`src/rtl/sspx_slv_sync_pkg.sv`:
```
`default_nettype none
// sspx_slv_sync_pkg -- state encoding, default widths and frame-length helper for the SSP slave.
// Rev 1.0
package sspx_slv_sync_pkg;

   localparam int SSPX_DEF_RA_W  = 3;
   localparam int SSPX_DEF_DAT_W = 12;
   localparam int SSPX_DEF_BC_W  = 5;

   typedef enum logic [2:0] {
      ST_IDLE = 3'd0,
      ST_HDR  = 3'd1,
      ST_DATA = 3'd2,
      ST_DONE = 3'd3,
      ST_WAIT = 3'd4
   } sspx_state_e;

   function automatic int sspx_frame_len(input int ra_w, input int dat_w);
      return ra_w + 1 + dat_w;
   endfunction

endpackage
`default_nettype wire

```
`src/rtl/sspx_sync.sv`:
```
`default_nettype none
// sspx_sync -- 2-FF synchroniser with one history stage for rise/fall detection, W bits wide.
// Rev 1.0
module sspx_sync #(
   parameter int W = 3
) (
   input  logic         clk_i,
   input  logic         rst_n_i,
   input  logic [W-1:0] d_i,
   output logic [W-1:0] q_o,
   output logic [W-1:0] rise_o,
   output logic [W-1:0] fall_o
);

   logic [W-1:0] meta_q;
   logic [W-1:0] sync_q;
   logic [W-1:0] hist_q;

   always_ff @(posedge clk_i) begin
      if (!rst_n_i) begin
         meta_q <= '0;
         sync_q <= '0;
         hist_q <= '0;
      end else begin
         meta_q <= d_i;
         sync_q <= meta_q;
         hist_q <= sync_q;
      end
   end

   assign q_o    = sync_q;
   assign rise_o = sync_q & ~hist_q;
   assign fall_o = ~sync_q & hist_q;

endmodule
`default_nettype wire

```
`src/rtl/sspx_slv_sync.sv`:
```
`default_nettype none
// sspx_slv_sync -- oversampled SPI mode-0 slave bridging a serial master to a register file.
// Rev 1.0; define SSPX_SLV_AUTOINC_EN for auto-incrementing burst transfers.
module sspx_slv_sync
   import sspx_slv_sync_pkg::*;
#(
   parameter int RA_W  = SSPX_DEF_RA_W,
   parameter int DAT_W = SSPX_DEF_DAT_W,
   parameter int BC_W  = SSPX_DEF_BC_W
) (
   input  logic             Clk,
   input  logic             Rst_N,
   input  logic             SSEL,
   input  logic             SCK,
   input  logic             MOSI,
   output logic             MISO,
   output logic             MOE,
   output logic [RA_W-1:0]  RA,
   output logic             WnR,
   output logic             RE,
   output logic             WE,
   output logic [DAT_W-1:0] DI,
   input  logic [DAT_W-1:0] DO,
   output logic             EOC,
   output logic             Abort,
   output logic [BC_W-1:0]  BC
);

   localparam int HDR_LEN   = RA_W + 1;
   localparam int FRAME_LEN = sspx_frame_len(RA_W, DAT_W);
   localparam int RX_W      = (HDR_LEN > DAT_W) ? HDR_LEN : DAT_W;
   localparam logic [BC_W-1:0] BC_HDR        = BC_W'(HDR_LEN);
   localparam logic [BC_W-1:0] BC_HDR_LAST   = BC_W'(HDR_LEN - 1);
   localparam logic [BC_W-1:0] BC_FRAME_LAST = BC_W'(FRAME_LEN - 1);

   logic [2:0] sync_q, sync_rise, sync_fall;
   logic       ssel_s, ssel_rise, ssel_fall, sck_rise, sck_fall, mosi_s;

   sspx_sync #(.W(3)) u_sync (
      .clk_i   (Clk),
      .rst_n_i (Rst_N),
      .d_i     ({SSEL, SCK, MOSI}),
      .q_o     (sync_q),
      .rise_o  (sync_rise),
      .fall_o  (sync_fall)
   );

   assign ssel_s    = sync_q[2];
   assign ssel_rise = sync_rise[2];
   assign ssel_fall = sync_fall[2];
   assign sck_rise  = sync_rise[1];
   assign sck_fall  = sync_fall[1];
   assign mosi_s    = sync_q[0];

   sspx_state_e      state_q, state_d;
   logic [BC_W-1:0]  bc_q, bc_d;
   logic [RX_W-1:0]  rx_q, rx_d, rx_shift;
   logic [DAT_W-1:0] tx_q, tx_d;
   logic [DAT_W-1:0] di_q, di_d;
   logic [RA_W-1:0]  ra_q, ra_d;
   logic [1:0]       settle_q, settle_d;
   logic miso_q, miso_d, wnr_q, wnr_d, burst_q, burst_d;
   logic re_q, re_d, we_q, we_d, eoc_q, eoc_d, abort_q, abort_d;

   assign rx_shift = {rx_q[RX_W-2:0], mosi_s};

   always_comb begin
      state_d  = state_q;
      bc_d     = bc_q;
      rx_d     = rx_q;
      tx_d     = tx_q;
      di_d     = di_q;
      ra_d     = ra_q;
      wnr_d    = wnr_q;
      miso_d   = miso_q;
      burst_d  = burst_q;
      re_d     = 1'b0;
      we_d     = 1'b0;
      eoc_d    = 1'b0;
      abort_d  = 1'b0;
      settle_d = (settle_q == 2'd3) ? settle_q : settle_q + 2'd1;

      if (ssel_fall) begin
         // Only a frame that received some bits of the current word is truncated.
         if ((state_q == ST_HDR || state_q == ST_DATA) && (bc_q != (burst_q ? BC_HDR : '0)))
            abort_d = 1'b1;
         state_d = ST_IDLE;
         bc_d    = '0;
         burst_d = 1'b0;
         miso_d  = 1'b0;
      end else begin
         case (state_q)
            ST_IDLE: begin
               bc_d    = '0;
               burst_d = 1'b0;
               miso_d  = 1'b0;
               // A rise seen while the synchroniser is still filling after reset is a frame already in flight.
               if (ssel_rise)
                  state_d = (settle_q == 2'd3) ? ST_HDR : ST_WAIT;
            end
            ST_HDR: begin
               if (sck_rise) begin
                  rx_d = rx_shift;
                  bc_d = bc_q + BC_W'(1);
                  if (bc_q == BC_HDR_LAST) begin
                     ra_d    = rx_shift[RA_W:1];
                     wnr_d   = rx_shift[0];
                     re_d    = 1'b1;
                     state_d = ST_DATA;
                  end
               end else if (sck_fall) begin
                  miso_d = 1'b0;
               end
            end
            ST_DATA: begin
               if (sck_rise) begin
                  rx_d = rx_shift;
                  bc_d = bc_q + BC_W'(1);
                  if (bc_q == BC_FRAME_LAST) begin
                     di_d    = rx_shift[DAT_W-1:0];
                     eoc_d   = 1'b1;
                     we_d    = wnr_q;
                     miso_d  = 1'b0;
                     state_d = ST_DONE;
                  end
               end else if (sck_fall) begin
                  miso_d = tx_q[DAT_W-1];
                  tx_d   = {tx_q[DAT_W-2:0], 1'b0};
               end
            end
            ST_DONE: begin
`ifdef SSPX_SLV_AUTOINC_EN
               // WE for the finished word is out now; advance the address only afterwards.
               ra_d    = ra_q + RA_W'(1);
               re_d    = 1'b1;
               bc_d    = BC_HDR;
               burst_d = 1'b1;
               state_d = ST_DATA;
`else
               miso_d  = 1'b0;
`endif
            end
            ST_WAIT: begin
               if (!ssel_s)
                  state_d = ST_IDLE;
            end
            default: state_d = ST_IDLE;
         endcase
      end

      if (re_q)
         tx_d = DO;
   end

   always_ff @(posedge Clk) begin
      if (!Rst_N) begin
         state_q  <= ST_IDLE;
         bc_q     <= '0;
         rx_q     <= '0;
         tx_q     <= '0;
         di_q     <= '0;
         ra_q     <= '0;
         wnr_q    <= 1'b0;
         miso_q   <= 1'b0;
         burst_q  <= 1'b0;
         settle_q <= 2'd0;
         re_q     <= 1'b0;
         we_q     <= 1'b0;
         eoc_q    <= 1'b0;
         abort_q  <= 1'b0;
      end else begin
         state_q  <= state_d;
         bc_q     <= bc_d;
         rx_q     <= rx_d;
         tx_q     <= tx_d;
         di_q     <= di_d;
         ra_q     <= ra_d;
         wnr_q    <= wnr_d;
         miso_q   <= miso_d;
         burst_q  <= burst_d;
         settle_q <= settle_d;
         re_q     <= re_d;
         we_q     <= we_d;
         eoc_q    <= eoc_d;
         abort_q  <= abort_d;
      end
   end

   assign MISO  = miso_q;
   assign MOE   = ssel_s;
   assign RA    = ra_q;
   assign WnR   = wnr_q;
   assign RE    = re_q;
   assign WE    = we_q;
   assign DI    = di_q;
   assign EOC   = eoc_q;
   assign Abort = abort_q;
   assign BC    = bc_q;

   logic w_unused;
   assign w_unused = ^{sync_q[1], sync_rise[0], sync_fall[0], rx_q[RX_W-1]};

endmodule
`default_nettype wire

```
`config.mk`:
```
export PLATFORM = sky130hd
export DESIGN_NAME = sspx_slv_sync
export DESIGN_NICKNAME = d
export VERILOG_FILES = /design/src/rtl/sspx_slv_sync_pkg.sv /design/src/rtl/sspx_sync.sv /design/src/rtl/sspx_slv_sync.sv
export SDC_FILE = /design/constraint.sdc
export NUM_CORES = 1
export LEC_CHECK = 0
export ABC_AREA = 1
export ABC_CLOCK_PERIOD_IN_PS = 1800
export CORE_ASPECT_RATIO = 1.4
export CORE_UTILIZATION = 47
export CTS_BUF_LIST = sky130_fd_sc_hd__clkbuf_4
export DETAILED_ROUTE_END_ITERATION = 10
export GPL_TIMING_DRIVEN = 0
export PLACE_DENSITY = 0.71
export SYNTH_ARGS = -nofsm -noshare
export SYNTH_HDL_FRONTEND = slang
export SYNTH_SLANG_ARGS = --single-unit
```
`constraint.sdc`:
```
create_clock -name Clk -period 1.8 [get_ports Clk]
set_input_delay 0.54 -clock Clk [delete_from_list [all_inputs] [get_ports Clk]]
set_output_delay 0.54 -clock Clk [all_outputs]
set_load 0.005 [all_outputs]
```
# Yosys cells after proc, flatten, opt, wreduce, memory -nomap -nowiden

Cells that the tools add are included.

Flip-flop bits (word level): 63
Output and inout bits: 27
Input bits: 17

Mux-type cells: 24
Reduce and logical (&&, ||, !) cells: 22
Eq/ne operators: 20
$add $sub $neg: 2
Bitwise gates (word level): 11

Operators by type and width:

| cell                | number |
|---|---|
| $mux 12             | 5 |
| $mux 3              | 7 |
| $pmux 3 s5          | 1 |
| $ne 2x2->1 const B  | 6 |
| $reduce_and 4->1    | 3 |
| $ne 2x1->1 const B  | 5 |
| $pmux 5 s2          | 1 |
| $mux 1              | 8 |
| $reduce_or 4->1     | 2 |
| $not 1->1           | 7 |
| $reduce_and 7->1    | 1 |
| $and 3x3->3         | 2 |
| $eq 3x2->1 const B  | 2 |
| $not 3->3           | 2 |
| $reduce_bool 2->1   | 3 |
| $reduce_or 2->1     | 3 |
| $add 5x1->5 const B | 1 |
| $eq 5x2->1 const B  | 1 |
| $eq 5x4->1 const B  | 1 |
| $mux 5              | 1 |
| $reduce_and 5->1    | 1 |
| $reduce_bool 5->1   | 1 |
| $reduce_or 5->1     | 1 |
| $reduce_and 2->1    | 2 |
| other kinds (12)    | 12 |

# Depth between registers and ports, before layout

Gate-level depths: netlist of the first run.

Word-level depth: 7
Depth in mapped cells: 11
Depth with buffers taken out: 10

# Modules after synthesis

A second synthesis of the first run with hierarchy kept.

Cell total of the unflattened synthesis: 373
Area, all modules: 2700.1 µm²

Modules (own cells, without submodules):

| module        | cells an instance | times used | area an instance (µm²) | seq. area each (µm²) |
|---|---|---|---|---|
| sspx_slv_sync | 333               | 1          | 2396.0                 | 1081.0 |
| sspx_sync     | 40                | 1          | 304.0                  | 180.2 |

# Worst setup path before layout of the first run

No wires, ideal clock.

Path type: register -> register
From: reg bc_q[0], in the netlist BC[0]
To: reg di_q[10], in the netlist DI[10]
Path buffers: 1
Setup time: 0.132 ns
Path slack: 0.228 ns
Cell stages (with the launch flop): 11
Arrival: 1.440 ns
Cells stage by stage: dfxtp_1 -> ha_1 -> nand2_1 -> nor2_1 -> ha_1 -> inv_1 -> nor2_4 -> nand2_1 -> buf_6 -> nand2_1 -> a21oi_1

Longest elaborated chain between the ends: 2

Ends and longest elaborated chain:

| element                           | RTL line             | RTL |
|---|---|---|
| start, declared                   | sspx_slv_sync.sv:56  | `logic [BC_W-1:0] bc_q, bc_d;` |
| start signal, assigned            | sspx_slv_sync.sv:158 | `bc_q <= '0;` |
| start signal, assigned            | sspx_slv_sync.sv:173 | `bc_q <= bc_d;` |
| $eq 5x4->1                        | sspx_slv_sync.sv:119 | `if (bc_q == BC_FRAME_LAST) begin` |
| $reduce_and 4->1 (no source line) | -                    |  |
| end signal, assigned              | sspx_slv_sync.sv:176 | `di_q <= di_d;` |
| end, declared                     | sspx_slv_sync.sv:59  | `logic [DAT_W-1:0] di_q, di_d;` |

Every way passes these cells.
A chain may end at the register's enable or synchronous reset.

# Worst setup path in the final report of the first run

From: reg bc_q[0], in the netlist BC[0]
To: reg di_q[9], in the netlist DI[9]

The elaborated chain is that of the path after synthesis.

==> results of run 1 <==
-- how the worst max path moves through the flow --
stage,start,endpoint
detailed placement,BC[0]$_SDFFE_PP0P_,DI[9]$_SDFFE_PN0P_
finish,BC[0]$_SDFFE_PP0P_,DI[9]$_SDFFE_PN0P_
global placement,BC[0]$_SDFFE_PP0P_,DI[7]$_SDFFE_PN0P_
floorplan,BC[0]$_SDFFE_PP0P_,DI[10]$_SDFFE_PN0P_
CTS,BC[3]$_SDFFE_PP0P_,BC[3]
global route,BC[0]$_SDFFE_PP0P_,DI[9]$_SDFFE_PN0P_
-- per-layer routing --
layer,track usage [%],vias up
met3,4.63,15
met2,35.1,43
met5,0,-
li1,-,1243
met4,9.04,0
met1,21.7,1041
-- cells in the final DEF, fill, tap and decap left out, drive strengths merged --
cell type | synthesis | routed
o21ai | 15 | 15
nand2 | 82 | 82
o21bai | 1 | 1
clkdlybuf4s50 | 0 | 15
bufinv | 0 | 2
dlygate4sd2 | 0 | 12
a311oi | 1 | 1
nand3 | 29 | 29
o211ai | 1 | 1
clkbuf | 5 | 14
buf | 9 | 15
clkinvlp | 0 | 2
nand4 | 3 | 3
nor2 | 22 | 22
nor3 | 4 | 4
mux2 | 9 | 9
a31oi | 1 | 1
a21oi | 48 | 48
inv | 48 | 48
dfxtp | 62 | 62
ha | 8 | 8
clkinv | 0 | 3
dlymetal6s2s | 0 | 15
-- per-stage QoR --
stage	power, W	area, µm²	hold slack [ns]
final	0.00344	3590	0.406
after global routing	0.00366	3590	0.434
after CTS	0.00348	3530	0.408
after detailed placement	0.00242	3330	0.404
after global placement	0.00241	3330	0.393
after floorplan	0.00220	2820	0.390
-- tightest hold or removal path, stage by stage, from the launching register on --
cell and delay (ns):
dfxtp_1 0.30, nand2_1 0.05, inv_1 0.03
-- cell families (layout without fill, tap and decap cells) --
family / after synthesis / in the layout / share of synthesized area [%]
and+or+nand+nor: 140 / 140 / 24.5
DFF: 62 / 62 / 44.0
adders and majority gates: 8 / 8 / 3.55
muxes: 9 / 9 / 3.60
AOI/OAI and AO/OA: 67 / 67 / 13.8
buffers and inverters: 62 / 126 / 10.4
-- cell type report --
type	count	area [µm²]	share of cell area (%)
Tap cell	70	87.6	2.44
Multi-Input combinational cell	224	1290	36.0
Buffer	14	111	3.10
Clock inverter	7	88.8	2.47
Clock buffer	9	67.6	1.88
Timing Repair Buffer	48	488	13.6
Sequential cell	62	1270	35.4
Inverter	48	183	5.09
-- where the power goes --
part	total, W	internal [W]	switching [W]	leakage (nW)
registers	0.00153	0.00145	0.0000787	0.514
logic	0.000848	0.000298	0.000550	1.13
clock network	0.00106	0.000553	0.000512	0.0794
-- sequential cells by signal, summed over array words and instances (netlist names), 2 cells and up --
register       flops
RA                 3
DI                12
tx_q              12
u_sync.hist_q      2
u_sync.q_o         3
rx_q              11
BC                 5
u_sync.meta_q      3
settle_q           2
state_q            3
-- timing repair --
item | 4_1_cts | 5_1_grt
resized for setup | 34 | 20
hold buffers | 0 | 0
pin swaps | 0 | 1
setup endpoints to repair | 22 | 25
setup buffers | 5 | 1
endpoints found under the hold margin | 0 | 0
==> results.rst, run 1 <==
.. list-table::
   :header-rows: 1

   * - Metric
     - Value
   * - Number of antenna violations at the first check in global routing
     - 0
   * - Total core area
     - roughly 5800 µm²
   * - Number of sinks handled by clock tree synthesis
     - 62
   * - Peak VDD IR
     - roughly 0.00073 V
   * - Type of element capturing the critical path
     - flop
   * - Root buffer cell
     - clkbuf_4
   * - Top-area cell type share of the netlist area
     - roughly 44%
   * - Number of CTS-inserted buffers
     - 9
   * - Path length in cells of the critical path
     - 10
   * - Count of pins on the block boundary
     - 44
   * - IO Port Bufs
     - 42
   * - # setup viols final
     - 0
   * - FF-to-FF path depth
     - 10
   * - Aggregate global routing overflow
     - 0
   * - Count leader, synth
     - nand2_1
   * - Reg2reg end
     - DI[9]$_SDFFE_PN0P_
   * - Max Cap Viol
     - 0
   * - WL met1
     - about 2300 µm
   * - Antenna Nets Post-Route
     - 0
   * - Count of flip-flops with a built-in enable after synthesis
     - 0
   * - Synth cell types
     - 30
   * - Cell with the largest stage delay on the worst path
     - dfxtp_2
   * - Wire length on met2
     - between 2000 and 3000 µm
   * - 1st-iter DRT viols
     - 126
   * - Final hold violations
     - 0
   * - Share of flip-flops with an asynchronous set or reset
     - 0%
   * - Die area
     - roughly 6300 µm²
   * - Met3 routed WL
     - about 200 µm
   * - Count of buffer and inverter cells on the critical path
     - 2
   * - Number of placed instances, taps included
     - 460
   * - Hold crit path type
     - flop to flop
   * - Top metal layer carrying routed signals
     - met4
   * - Crit path setup slack, layout
     - between 0.15 and 0.2 ns
   * - Synth cell count leaders
     - nand2_1 (73), dfxtp_1 (62), inv_1 (39), a21oi_1 (38), nand3_1 (25)
   * - Global-route wire length before repair
     - about 9500 µm
   * - Number of iterations in the first detailed-routing pass
     - 4
   * - Clock period minus worst slack
     - 1.62 ns
   * - CP peak stage delay
     - 0.37 ns
   * - Cell count after synthesis
     - about 350
   * - Synth Flop Type
     - dfxtp_1
   * - Fin Clk Skew
     - about 0.015 ns
   * - Die Y-Extent
     - roughly 94 µm
   * - Slew Limit Headroom
     - a little over half
   * - Ys Warns
     - 0
   * - R2R Path Start
     - BC[0]$_SDFFE_PP0P_
   * - Hpwl dp
     - 4130 µm
   * - Maximum clock path buffer count
     - 2
   * - Total inserted antenna cells
     - 0
   * - Maximum number of pins on one net before global-route repair
     - 12
   * - Critical path peak fanout
     - 10
   * - Share of layout cells above drive strength 1
     - around a quarter
   * - Maximum level of the CTS H-tree
     - 3
   * - Crit path cell chain
     - ha_2, nand2_1, nor2_2, ha_2, inv_1, nor2_4, nand2_2, buf_6, nand2_1, a21oi_1
   * - Startpoint kind of the worst setup timing path
     - flop
   * - Power density over the cells
     - roughly 960 nW/µm²
   * - Part of the Yosys area used for sequential elements
     - between 40% and 50%
   * - Vias per std cell
     - 4.86
   * - Clock tree from TritonCTS
     - done
   * - Worst hold path cell count
     - 2
   * - Pre-CTS setup slack
     - 0.0171 ns
   * - Critical path class
     - flop to flop
   * - Delay-heaviest family, CP
     - simple AND/OR/NAND/NOR gates
   * - Flop2flop setup slack
     - approximately 0.18 ns
   * - Crit path DAT
     - between 1.5 and 2 ns
   * - Post-Route WL
     - 5490 µm
   * - Setup_tns
     - 0 ns
   * - Effective utilization at floorplan
     - between 40% and 50%
   * - Utilization of the core after routing
     - 61.7%
   * - Worst hold endpoint
     - u_sync.q_o[1]$_SDFF_PN0_
   * - Filler Cells Inserted
     - about 510
   * - Setup repair after global routing missed its margin
     - no
   * - Synthesis-stage register bit count
     - 62
   * - Run status
     - finished clean
   * - Number of global-route vias before repair
     - approximately 2200
   * - Average cell area after synthesis
     - 8.10 µm²
   * - Highest Clock Rate
     - just over 0.6 GHz
   * - Clock insertion delay at the later pin of the skew report
     - 0.41 ns
   * - Worst Min Path Start
     - u_sync.meta_q[1]$_SDFF_PN0_
   * - Net count, final
     - 432
   * - Top area cells in the synthesized netlist
     - dfxtp_1 (44%), nand2_1 (9.7%), a21oi_1 (6.7%), inv_1 (5.2%), nand3_1 (4.4%)
   * - Wire length per cell after detailed routing
     - about 11 µm
   * - Leakage Power
     - approximately 1.7 nW
   * - Fin crit share
     - 89.7%
   * - Pins Over Slew Limit
     - 0
   * - Clock transition time at the flip-flop clock pins of the worst setup and hold paths
     - ~0.11 ns
   * - Total number of vias
     - approximately 2300
   * - DR DRC count
     - 0
   * - Layout overhead on the synthesized area
     - 27.3%
   * - Chip width
     - slightly below 70 µm
   * - Net count after synthesis
     - roughly 370
   * - Yosys top cell by area
     - dfxtp_1
   * - FP Rows
     - 33
   * - Actual transition at the worst max-transition pin
     - 0.678 ns
   * - WP data required
     - 2.09 ns
   * - Area of the mapped netlist
     - approximately 2800 µm²
   * - GRT Total Usage
     - around a fifth
   * - Global placement routability congestion
     - about 0.88
   * - Post-route non-filler standard cell count
     - between 400 and 500
Note: power is estimated with default switching activity, not from simulation.
==> run 2, diff against run 1 <==
- ABC_CLOCK_PERIOD_IN_PS: 1800 -> 1400
- PLACE_DENSITY: 0.71 -> 0.81
- clock period: 1.8 -> 1.4 ns (I/O delays scaled with it)
==> run 2 against run 1 <==
  * The flow now finishes with violations (negative setup slack)
  * First-iteration DRC count down 24%
  * Highest routed layer unchanged
  * Critical endpoint is now DI[6]$_SDFFE_PN0P_
  * Clock power up 26%
  * Clock skew up 0.0045 ns
==> results.rst, run 2 (synthesized netlist as in run 1, its figures left out) <==
.. list-table::
   :header-rows: 1

   * - Metric
     - Value
   * - Run status
     - finished with violations
   * - Failing checks
     - negative setup slack
   * - Setup repair after global routing missed its margin
     - yes
   * - Fin Clk Skew
     - 0.0192 ns (+0.00446 ns)
   * - 1st-iter DRT viols
     - 96 (-24%)
   * - Clock insertion delay at the later pin of the skew report
     - 0.42 ns (about the same)
   * - Total chip power
     - 0.00459 W (+33%)
   * - Pre-CTS setup slack
     - -0.209 ns (-0.226 ns)
   * - Slew Limit Headroom
     - 52.9% (-1.9 points)
   * - Clock tree from TritonCTS
     - done
   * - Die area
     - 6320 µm² (unchanged)
   * - Commonest non-fill, non-tap cells in the layout
     - nand2_1 (44), inv_1 (36), a21oi_1 (33), dfxtp_1 (32), dfxtp_2 (27)
   * - Number of CTS-inserted buffers
     - 9 (unchanged)
   * - Crit path cell chain
     - buf_12, ha_4, nand2_4, nor2_4, ha_4, inv_2, nor2_4, nand2_4, buf_6, nand2_2, a21oi_1
   * - Fin crit share
     - 115% (+25 points)
   * - Chip width
     - 67.5 µm (unchanged)
   * - Path length in cells of the critical path
     - 11 (+1)
   * - FP Rows
     - 33 (unchanged)
   * - Maximum clock path buffer count
     - 2 (unchanged)
   * - CP peak stage delay
     - 0.37 ns (about the same)
   * - Global placement routability congestion
     - 0.873 (-0.72%)
   * - Post-Route WL
     - 6620 µm (+21%)
   * - Total inserted antenna cells
     - 0 (unchanged)
   * - Actual transition at the worst max-transition pin
     - 0.706 ns (+0.0284 ns)
   * - Clock transition time at the flip-flop clock pins of the worst setup and hold paths
     - 0.11 ns (about the same)
   * - Critical path peak fanout
     - 5 (-5)
   * - IO Port Bufs
     - 42 (unchanged)
   * - Critical path class
     - flop to flop
   * - Hpwl dp
     - 4240 µm (+2.5%)
   * - Crit path launch
     - BC[0]$_SDFFE_PP0P_
   * - Number of global-route vias before repair
     - 2350 (+7.6%)
   * - Utilization of the core after routing
     - 67.5% (+5.9 points)
   * - GRT Total Usage
     - 21.6% (+1.8 points)
   * - Root buffer cell
     - clkbuf_4
   * - Number of iterations in the first detailed-routing pass
     - 4 (unchanged)
   * - Number of hold buffers added after cts
     - 0 (unchanged)
   * - Layout overhead on the synthesized area
     - 39.5%
   * - Startpoint kind of the worst setup timing path
     - flop
   * - Worst slack on hold paths
     - 0.344 ns (-0.0619 ns)
   * - Count of buffer and inverter cells on the critical path
     - 3 (+1)
   * - WP data required
     - 1.69 ns (-0.40 ns)
   * - Effective utilization at floorplan
     - 48.4% (unchanged)
   * - Leading cell type in the layout, fill and taps excluded
     - nand2_1
   * - Reg2reg end
     - DI[6]$_SDFFE_PN0P_
   * - Footprint of the multi-input gates
     - 1550 µm² (+20%)
   * - Leakage Power
     - 1.74 nW (+1.3%)
   * - Clock period minus worst slack
     - 1.61 ns (-0.00743 ns)
   * - Maximum number of pins on one net before global-route repair
     - 11 (-1)
   * - Aggregate global routing overflow
     - 0 (unchanged)
   * - Pins Over Slew Limit
     - 0 (unchanged)
   * - FF-to-FF path depth
     - 11 (+1)
   * - Share of layout cells above drive strength 1
     - 46.1% (+20 points)
   * - Number of antenna violations at the first check in global routing
     - 0 (unchanged)
   * - R2R Path Start
     - BC[0]$_SDFFE_PP0P_
   * - Maximum level of the CTS H-tree
     - 3 (unchanged)
   * - # setup viols final
     - 31 (+31)
   * - Net count, final
     - 453 (+4.9%)
   * - FF/Latch Area
     - 1290 µm² (+1.3%)
   * - Count of pins on the block boundary
     - 44 (unchanged)
   * - Crit path setup slack, layout
     - -0.208 ns (-0.393 ns)
   * - Max Cap Viol
     - 0 (unchanged)
   * - Post-layout instance area
     - 3930 µm² (+9.5%)
   * - Type of element capturing the critical path
     - flop
   * - Highest Clock Rate
     - 0.622 GHz (+0.46%)
   * - Power density over the cells
     - 1170 nW/µm² (+22%)
   * - Global-route wire length before repair
     - 10100 µm (+6.8%)
   * - Final hold violations
     - 0 (unchanged)
   * - Peak VDD IR
     - 0.000662 V (-8.8%)
   * - Antenna Nets Post-Route
     - 0 (unchanged)
   * - Flop2flop setup slack
     - -0.21 ns (-0.39 ns)
   * - CP endpoint
     - DI[6]$_SDFFE_PN0P_
   * - Delay-heaviest family, CP
     - simple AND/OR/NAND/NOR gates
   * - Total core area
     - 5820 µm² (unchanged)
   * - Filler Cells Inserted
     - 441 (-14%)
   * - Vias per std cell
     - 5.05 (+4.0%)
   * - Wire length per cell after detailed routing
     - 13.2 µm (+16%)
   * - Crit path DAT
     - 1.90 ns (about the same)
   * - Total number of vias
     - 2536 (+8.3%)
   * - Die Y-Extent
     - 93.6 µm (unchanged)
   * - DR DRC count
     - 0 (unchanged)
   * - Cell with the largest stage delay on the worst path
     - dfxtp_4
   * - Placed standard-cell area
     - 3360 µm² (+0.90%)
   * - Number of sinks handled by clock tree synthesis
     - 62 (unchanged)
   * - Hold crit path type
     - primary input to flop
## run 2: final cells by class
type                            instances  share of cell area, %
Multi-Input combinational cell        224                   39.5
Clock buffer                            9                   1.72
Timing Repair Buffer                   71                   14.5
Clock inverter                          6                   1.97
Tap cell                               70                   2.23
Buffer                                 12                   2.42
Inverter                               48                   4.90
Sequential cell                        62                   32.7
## run 2: what timing repair did
item | in CTS | in global routing
resized for setup | 122 | 58
endpoints found under the hold margin | 0 | 0
setup endpoints to repair | 59 | 64
buffers inserted | 17 | 10
pin swaps | 11 | 20
gates cloned | 1 | 1
## run 2: how the worst min path moves through the flow
| stage | slack (ns) | startpoint | cells after the start | end |
|---|---|---|---|---|
| floorplan | 0.39 | u_sync.meta_q[0]$_SDFF_PN0_ | 2 | u_sync.q_o[0]$_SDFF_PN0_ |
| global placement | 0.39 | u_sync.meta_q[2]$_SDFF_PN0_ | 2 | u_sync.q_o[2]$_SDFF_PN0_ |
| detailed placement | 0.40 | u_sync.meta_q[1]$_SDFF_PN0_ | 2 | u_sync.q_o[1]$_SDFF_PN0_ |
| CTS | 0.31 | Rst_N | 3 | Abort$_SDFF_PN0_ |
| global route | 0.39 | Rst_N | 3 | Abort$_SDFF_PN0_ |
| finish | 0.34 | Rst_N | 3 | rx_q[2]$_SDFFE_PN0P_ |
## run 2: metal layers
| layer | vias up | wire, µm | track usage (%) |
|---|---|---|---|
| li1 | 1285 | - | - |
| met1 | 1189 | 2560 | 22.0 |
| met2 | 51 | 3700 | 38.8 |
| met3 | 11 | 238 | 5.24 |
| met4 | 0 | 121 | 12.1 |
| met5 | - | 0 | 0 |
## run 2: tightest hold or removal path, stage by stage
cell and delay [ns]:
clkbuf_1 0.15, o21ai_0 0.11, a21oi_1 0.05
## run 2: through the flow
step,TNS (ns),instances
2_1_floorplan,-0.488,348
3_3_place_gp,-3.29,460
3_5_place_dp,-4.38,460
4_1_cts,-2.54,493
5_1_grt,-5.64,502
6_report,-3.34,502
## run 2: report_power, final
part           switching [W]  internal (W)
Sequential          0.000124       0.00187
Clock               0.000645      0.000697
Combinational       0.000787      0.000466
Total                0.00156       0.00304
